### src/rtl/ptp_bridge_tx_igr_arb_sched.sv
// Packet-level scheduler for the shared TX ingress stream: picks one requester per
// packet (round-robin or strict priority), holds it to EOP and drives the mux select.
module ptp_bridge_tx_igr_arb_sched #(
  parameter int unsigned NUM_PORTS     = 9,
  parameter int unsigned PORTS_WIDTH   = 4,
  parameter int unsigned STALL_TIMEOUT = 1024
) (
  input  logic                   clk,
  input  logic                   rst,
  input  logic [NUM_PORTS-1:0]   cfg_port_en,
  input  logic                   cfg_strict_prio,
  input  logic [NUM_PORTS-1:0]   in_tvalid,
  input  logic [NUM_PORTS-1:0]   in_tlast,
  output logic [NUM_PORTS-1:0]   in_tready,
  input  logic                   out_tready,
  output logic                   out_sel_vld,
  output logic [PORTS_WIDTH-1:0] out_sel,
  output logic                   out_sop,
  output logic                   stall_err,
  output logic [31:0]            pkt_cnt
);

  localparam int unsigned STALL_W = (STALL_TIMEOUT > 1) ? $clog2(STALL_TIMEOUT) : 1;
  localparam int unsigned CNT_W   = 32;

  typedef enum logic [0:0] {
    IDLE = 1'b0,
    XFER = 1'b1
  } state_e;

  state_e                 state_q, state_d;
  logic [PORTS_WIDTH-1:0] grant_q, grant_d;
  logic [PORTS_WIDTH-1:0] rr_ptr_q, rr_ptr_d;
  logic                   first_beat_q, first_beat_d;
  logic [STALL_W-1:0]     stall_cnt_q, stall_cnt_d;
  logic [CNT_W-1:0]       pkt_cnt_q, pkt_cnt_d;

  logic [NUM_PORTS-1:0]   elig;
  logic [NUM_PORTS-1:0]   gnt_oh;
  logic                   g_valid;
  logic                   g_last;
  logic                   win_vld;
  logic [PORTS_WIDTH-1:0] win_idx;
  logic [PORTS_WIDTH-1:0] rr_next;

  assign elig    = in_tvalid & cfg_port_en;
  assign g_valid = |(in_tvalid & gnt_oh);
  assign g_last  = |(in_tlast & gnt_oh);
  assign rr_next = (32'(grant_q) == NUM_PORTS - 1) ? '0 : grant_q + PORTS_WIDTH'(1);
  assign pkt_cnt = pkt_cnt_q;

  // One-hot decode of the held grant
  always_comb begin
    gnt_oh = '0;
    for (int unsigned i = 0; i < NUM_PORTS; i++) begin
      gnt_oh[i] = (32'(grant_q) == i);
    end
  end

  // Winner select; loops run high-to-low so the nearest candidate is written last
  always_comb begin
    int unsigned idx;
    idx     = 0;
    win_vld = 1'b0;
    win_idx = '0;
    if (cfg_strict_prio) begin
      for (int i = int'(NUM_PORTS) - 1; i >= 0; i--) begin
        if (elig[i]) begin
          win_vld = 1'b1;
          win_idx = PORTS_WIDTH'(i);
        end
      end
    end else begin
      for (int i = int'(NUM_PORTS) - 1; i >= 0; i--) begin
        idx = 32'(rr_ptr_q) + 32'(i);
        if (idx >= NUM_PORTS) begin
          idx = idx - NUM_PORTS;
        end
        if (elig[idx]) begin
          win_vld = 1'b1;
          win_idx = PORTS_WIDTH'(idx);
        end
      end
    end
  end

  // Next-state, watchdog and stream outputs
  always_comb begin
    state_d      = state_q;
    grant_d      = grant_q;
    rr_ptr_d     = rr_ptr_q;
    first_beat_d = first_beat_q;
    stall_cnt_d  = stall_cnt_q;
    pkt_cnt_d    = pkt_cnt_q;
    in_tready    = '0;
    out_sel_vld  = 1'b0;
    out_sel      = '0;
    out_sop      = 1'b0;
    stall_err    = 1'b0;

    case (state_q)
      IDLE: begin
        stall_cnt_d = '0;
        if (win_vld) begin
          grant_d      = win_idx;
          first_beat_d = 1'b1;
          state_d      = XFER;
        end
      end

      XFER: begin
        out_sel_vld = 1'b1;
        out_sel     = grant_q;
        out_sop     = first_beat_q;
        in_tready   = gnt_oh & {NUM_PORTS{out_tready}};

        if (g_valid && out_tready) begin
          first_beat_d = 1'b0;
          if (g_last) begin
            pkt_cnt_d = pkt_cnt_q + CNT_W'(1);
            rr_ptr_d  = rr_next;
            state_d   = IDLE;
          end
        end

        // Only source starvation counts; downstream backpressure keeps tvalid high
        if (g_valid) begin
          stall_cnt_d = '0;
        end else if (stall_cnt_q == STALL_W'(STALL_TIMEOUT - 1)) begin
          stall_err   = 1'b1;
          stall_cnt_d = '0;
        end else begin
          stall_cnt_d = stall_cnt_q + STALL_W'(1);
        end
      end

      default: begin
        state_d = IDLE;
      end
    endcase
  end

  always_ff @(posedge clk) begin
    if (rst) begin
      state_q      <= IDLE;
      grant_q      <= '0;
      rr_ptr_q     <= '0;
      first_beat_q <= 1'b0;
      stall_cnt_q  <= '0;
      pkt_cnt_q    <= '0;
    end else begin
      state_q      <= state_d;
      grant_q      <= grant_d;
      rr_ptr_q     <= rr_ptr_d;
      first_beat_q <= first_beat_d;
      stall_cnt_q  <= stall_cnt_d;
      pkt_cnt_q    <= pkt_cnt_d;
    end
  end

endmodule
### config.mk
export PLATFORM = sky130hd
export DESIGN_NAME = ptp_bridge_tx_igr_arb_sched
export DESIGN_NICKNAME = d
export VERILOG_FILES = /design/src/rtl/ptp_bridge_tx_igr_arb_sched.sv
export SDC_FILE = /design/constraint.sdc
export NUM_CORES = 1
export LEC_CHECK = 0
export CAP_MARGIN = 25
export CORE_ASPECT_RATIO = 0.9
export CORE_UTILIZATION = 41
export DETAILED_ROUTE_END_ITERATION = 8
export GPL_TIMING_DRIVEN = 0
export HOLD_SLACK_MARGIN = 0.03
export PLACE_DENSITY = 0.73
export SLEW_MARGIN = 20
export SYNTH_ARGS = -nofsm -noshare
export SYNTH_HDL_FRONTEND = slang
export SYNTH_SLANG_ARGS = --single-unit
export TNS_END_PERCENT = 5
### constraint.sdc
create_clock -name clk -period 4.21 [get_ports clk]
set_input_delay 0.842 -clock clk [delete_from_list [all_inputs] [get_ports clk]]
set_output_delay 0.842 -clock clk [all_outputs]
set_load 0.02 [all_outputs]
After elaboration in Yosys (flattened, before gate mapping)
Index checks and enable logic that the tools add are counted.
Cells by class
  add/subtract/negate cells: 20
  $lt $le $gt $ge: 18
  equal/unequal tests: 11
  multiplexer cells: 92
  bitwise operators: 5
  reductions and logical operators: 7
Operators with widths (count)
  32-bit two-way mux: 18
  32-bit by 5-bit < comparator with 1-bit output, second input constant: 9
  4-bit two-way mux: 21
  5-bit by 4-bit subtractor with 6-bit output, second input constant: 8
  5-bit by 4-bit >= comparator with 1-bit output, second input constant: 8
  1-bit two-way mux: 38
  9-bit AND: 4
  1-bit binary-select mux with 4-bit select: 9
  32-bit by 1-bit adder with 32-bit output, second input constant: 1
  4-bit by 3-bit adder with 5-bit output, second input constant: 4
  10-bit two-way mux: 2
  10-bit case mux with 2 select lines: 1
  9-bit OR reduction: 2
  4-bit by 3-bit equality test with 1-bit output, second input constant: 4
  10-bit by 1-bit adder with 10-bit output, second input constant: 1
  4-bit by 2-bit adder with 5-bit output, second input constant: 2
  10-bit equality test, second input constant: 1
  9-bit two-way mux: 1
  4-bit by 2-bit equality test with 1-bit output, second input constant: 2
  4-bit by 1-bit adder with 5-bit output, second input constant: 1
  4-bit by 4-bit adder with 5-bit output, second input constant: 1
  4-bit by 4-bit subtractor with 5-bit output, second input constant: 1
  4-bit by 1-bit adder with 4-bit output, second input constant: 1
  4-bit by 1-bit equality test with 1-bit output, second input constant: 1
  other kinds (10): 12
Storage, ports and cells
  flip-flop bits (word level): 52
  input port bits: 31
  output and inout port bits: 48
  logic and storage cells: 159

Logic depth before layout (Yosys ltp)
  depth after elaboration: 18
  mapped depth: 18
  mapped depth without buffers: 14

Worst setup path after synthesis
Ideal clock, no wire load.
  path kind: reg-to-reg
  start: register rr_ptr_q[0]
  end: register grant_q[3]
  setup time: 0.140 ns
  data arrival time: 3.857 ns
  required time: 4.070 ns
  path slack: 0.214 ns
  stages on the path, launching flop included: 17
  buffers on the path: 4
  period minus slack after synthesis: 3.996 ns
  cells stage by stage: dfxtp_1 buf_2 inv_2 clkbuf_1 buf_2 ha_1 clkbuf_1 nor2b_1 a22oi_1 o2bb2a_1 a311o_1 a32oi_1 nor4b_2 nand3_2 o41ai_4 or2_1 a221oi_1
Between the ends
  cells in the longest elaborated chain, start to end: 17
  elaborated cells on any way between the ends: 83
  classes of those cells: add/sub: 17; order compare: 9; mux: 56; reduce/logical: 1
Ends and longest elaborated chain
  start: declaration: line 33  | logic [PORTS_WIDTH-1:0] rr_ptr_q, rr_ptr_d;
  start signal: assignment: line 154  | rr_ptr_q <= rr_ptr_d;
  4-bit by 4-bit adder with 5-bit output: line 75  | idx = 32'(rr_ptr_q) + 32'(i);
  5-bit by 4-bit subtractor with 6-bit output or 5-bit by 4-bit >= comparator with 1-bit output (tied branches): line 77, 76
  32-bit two-way mux: line 76  | if (idx >= NUM_PORTS) begin
  32-bit two-way mux: line 66  | if (cfg_strict_prio) begin
  1-bit binary-select mux with 4-bit select: line 79  | if (elig[idx]) begin
  1-bit two-way mux (not written as such): line 79
  1-bit two-way mux (9 in a row): line 79
  1-bit two-way mux: line 66
  2-bit AND reduction (no line)
  end signal: assignment: line 153  | grant_q <= grant_d;
  end: declaration: line 32  | logic [PORTS_WIDTH-1:0] grant_q, grant_d;
Parallel ways exist; a longest one is shown, timed or not. The select of a mux whose other input is x is not followed.
A chain may end at the register's enable or synchronous reset.

Worst setup path in the final report
  start: register rr_ptr_q[0]
  end: register grant_q[0]
Same word-level chain as after synthesis.

==> flow_metrics.env <==
export IMPL_outcome="completed"
export IMPL_root_buffer="clkbuf_16"
export IMPL_final_layout_size_suffix_gt1_frac=0.121
export IMPL_layout_min_cycle_time_ns=4.15
export IMPL_die_y_um=119
export IMPL_area_delta_synth_final_pct=25.1
export IMPL_fin_worst_skew_ns=0.00496
export IMPL_netlist_area_mm2=0.00620
export IMPL_nets=1005
export IMPL_htreeDepth=2
export IMPL_timing_final_max_slew_violations=0
export IMPL_start_kind="register"
export IMPL_powerDensity_mw_per_mm2=256
export IMPL_antenna_found_initial=0
export IMPL_cts_made_buffers=5
export IMPL_ys_flop_type="dfxtp_1"
export IMPL_placed_cell_area_mm2=0.00721
export IMPL_rsz0062_at_grt="yes"
export IMPL_drt_iter0_markers=1037
export IMPL_fmax_mhz=241
export IMPL_setup_viol=0
export IMPL_antenna_left=0
export IMPL_arrival_ns=4.29
export IMPL_synth_edff_count=0
export IMPL_peakVddDrop_uv=204
export IMPL_final_area_mm2=0.00775
export IMPL_start_util=0.421
export IMPL_syn_num_nets=912
export IMPL_finalPower_mw=1.98
export IMPL_rows=42
export IMPL_syn_area_per_cell_um2=7.27
export IMPL_via_per_inst=6.42
export IMPL_min_path_type="reg2reg"
export IMPL_place_gp_congestion=1.07
export IMPL_hold_viol_final=0
export IMPL_grt_overflow=0
export IMPL_core_mm2=0.0147
export IMPL_numPortBuffers=77
export IMPL_vias=7339
export IMPL_crit_required_ns=4.36
export IMPL_slew_headroom=0.478
export IMPL_drcViolationCount=0
export IMPL_clkTransAtPathRegs_ns=0.07
export IMPL_synth_seq_cells=52
export IMPL_final_common_cell="nor2_1"
export IMPL_layout_cells_non_filler=1144
export IMPL_fin_crit_sh=0.985
export IMPL_die_w_um=132
export IMPL_fin_util=0.527
export IMPL_end_kind="register"
export IMPL_yosysWarningCount=0
export IMPL_max_slew_worst_pin_slew_ns=0.776
export IMPL_crit_fanout=13
export IMPL_clockBufferDepth=2
export IMPL_grt_pass1_wl_um=36800
export IMPL_ys_types=92
export IMPL_synthArstFlopShare=0
export IMPL_routedWlPerCell_um=21.0
export IMPL_diodes=0
export IMPL_fp_dieArea_mm2=0.0156
export IMPL_track_usage=0.298
export IMPL_io_pins=79
export IMPL_dp_hpwl_um=18300
export IMPL_layout_common_cells="nor2_1 (86), clkdlybuf4s50_1 (77), nand2_1 (73), o21ai_0 (48), dfxtp_1 (48)"
export IMPL_tns_ns=0
export IMPL_grt_pass1_vias=6623
export IMPL_firstDrtPassIters=6
export IMPL_setup_worst_path_class="reg2reg"
export IMPL_syn_inst=852
export IMPL_ys_seq_area_frac=0.168
export IMPL_clk_latency_ns=0.30
export IMPL_dp_cells=1127
export IMPL_clock_sinks=52
export IMPL_cap_violations=0
export IMPL_grt_max_degree=17
export IMPL_p_leak_nw=2.81
export IMPL_wl_um=24000
export IMPL_cts_tree="done"
metal layers:
metal,vias to the layer above,routed length [um],GRT usage
met5,-,0,0
met4,0,1070,0.120
met3,94,2440,0.0583
met2,442,10100,0.443
met1,3428,10400,0.419
li1,3375,-,-
where the power goes:
group / switching (mW) / total [mW] / leakage, nW / internal (mW)
registers: 0.0234 / 0.530 / 0.423 / 0.507
clock network: 0.188 / 0.410 / 0.0671 / 0.222
logic: 0.632 / 1.04 / 2.32 / 0.410
total: 0.843 / 1.98 / 2.81 / 1.14
area by class of cell:
class                           instances  area [um2]
Clock buffer                            6         129
Timing Repair Buffer                   89         861
Multi-Input combinational cell        731        5090
Fill cell                            1444        6970
Inverter                               21        90.1
Clock inverter                          2        16.3
Sequential cell                        52        1050
Tap cell                              198         248
Buffer                                 45         259
synthesized netlist by cell type (all sizes together), types with 21 or more instances:
cell	number	area, um2
xor2	22	193
xnor2	25	245
ha	29	363
mux2i	21	210
inv	21	78.8
a21oi	50	254
nand2	75	282
clkbuf	23	86.3
nor3	29	145
dfxtp	52	1040
nand3	40	210
o21ai	54	274
buf	25	130
and2	26	163
nor2	88	330
registers in the layout, indices dropped and copies added, names as in the netlist:
signal	flops
stall_cnt_q	10
rr_ptr_q	4
grant_q	4
pkt_cnt	32
first_beat_q	1
state_q	1
path summary, 6_finish.rpt:
kind	slack (ns)	cells after the start	from	end
min	0.47	1	stall_cnt_q[0]$_SDFF_PP0_	stall_cnt_q[0]$_SDFF_PP0_
max reg2reg	0.06	16	rr_ptr_q[0]$_SDFFE_PP0P_	grant_q[0]$_SDFFE_PP0P_
min reg2reg	0.47	1	stall_cnt_q[0]$_SDFF_PP0_	stall_cnt_q[0]$_SDFF_PP0_
max	0.06	16	rr_ptr_q[0]$_SDFFE_PP0P_	grant_q[0]$_SDFFE_PP0P_
stage by stage:
stage	hold WS [ns]	worst slack, ns
after floorplan	0.426	0.214
after global placement	0.442	-1.14
after detailed placement	0.448	-1.14
after CTS	0.464	-0.0221
after global routing	0.485	-0.0494
final	0.468	0.0649
kinds of logic after synthesis:
logic type | Yosys count | synth area share
and+or+nand+nor | 377 | 0.313
xor gates and xnor gates | 47 | 0.0707
buffers and inverters | 69 | 0.0477
AOI/OAI and AO/OA | 247 | 0.283
muxes | 31 | 0.0594
DFF | 52 | 0.168
adders and majority gates | 29 | 0.0586
critical path, stage by stage (launching register included):
cell and delay (ns):
dfxtp_4 0.40, buf_6 0.16, inv_6 0.07, clkbuf_8 0.18, buf_12 0.17, ha_1 0.26, clkbuf_4 0.21, or3b_1 0.40
a21o_1 0.23, o21ai_1 0.12, mux2_1 0.38, o32ai_4 0.19, nor2_1 0.14, o311a_1 0.30, a2111o_1 0.38, a311oi_2 0.28
a311oi_1 0.13
what timing repair did:
item	CTS	global route
pin swaps	2	7
setup buffers	4	8
resized for setup	42	36
setup endpoints to repair	6	10
hold buffers	0	0
Note: power is estimated with default switching activity, not from simulation.
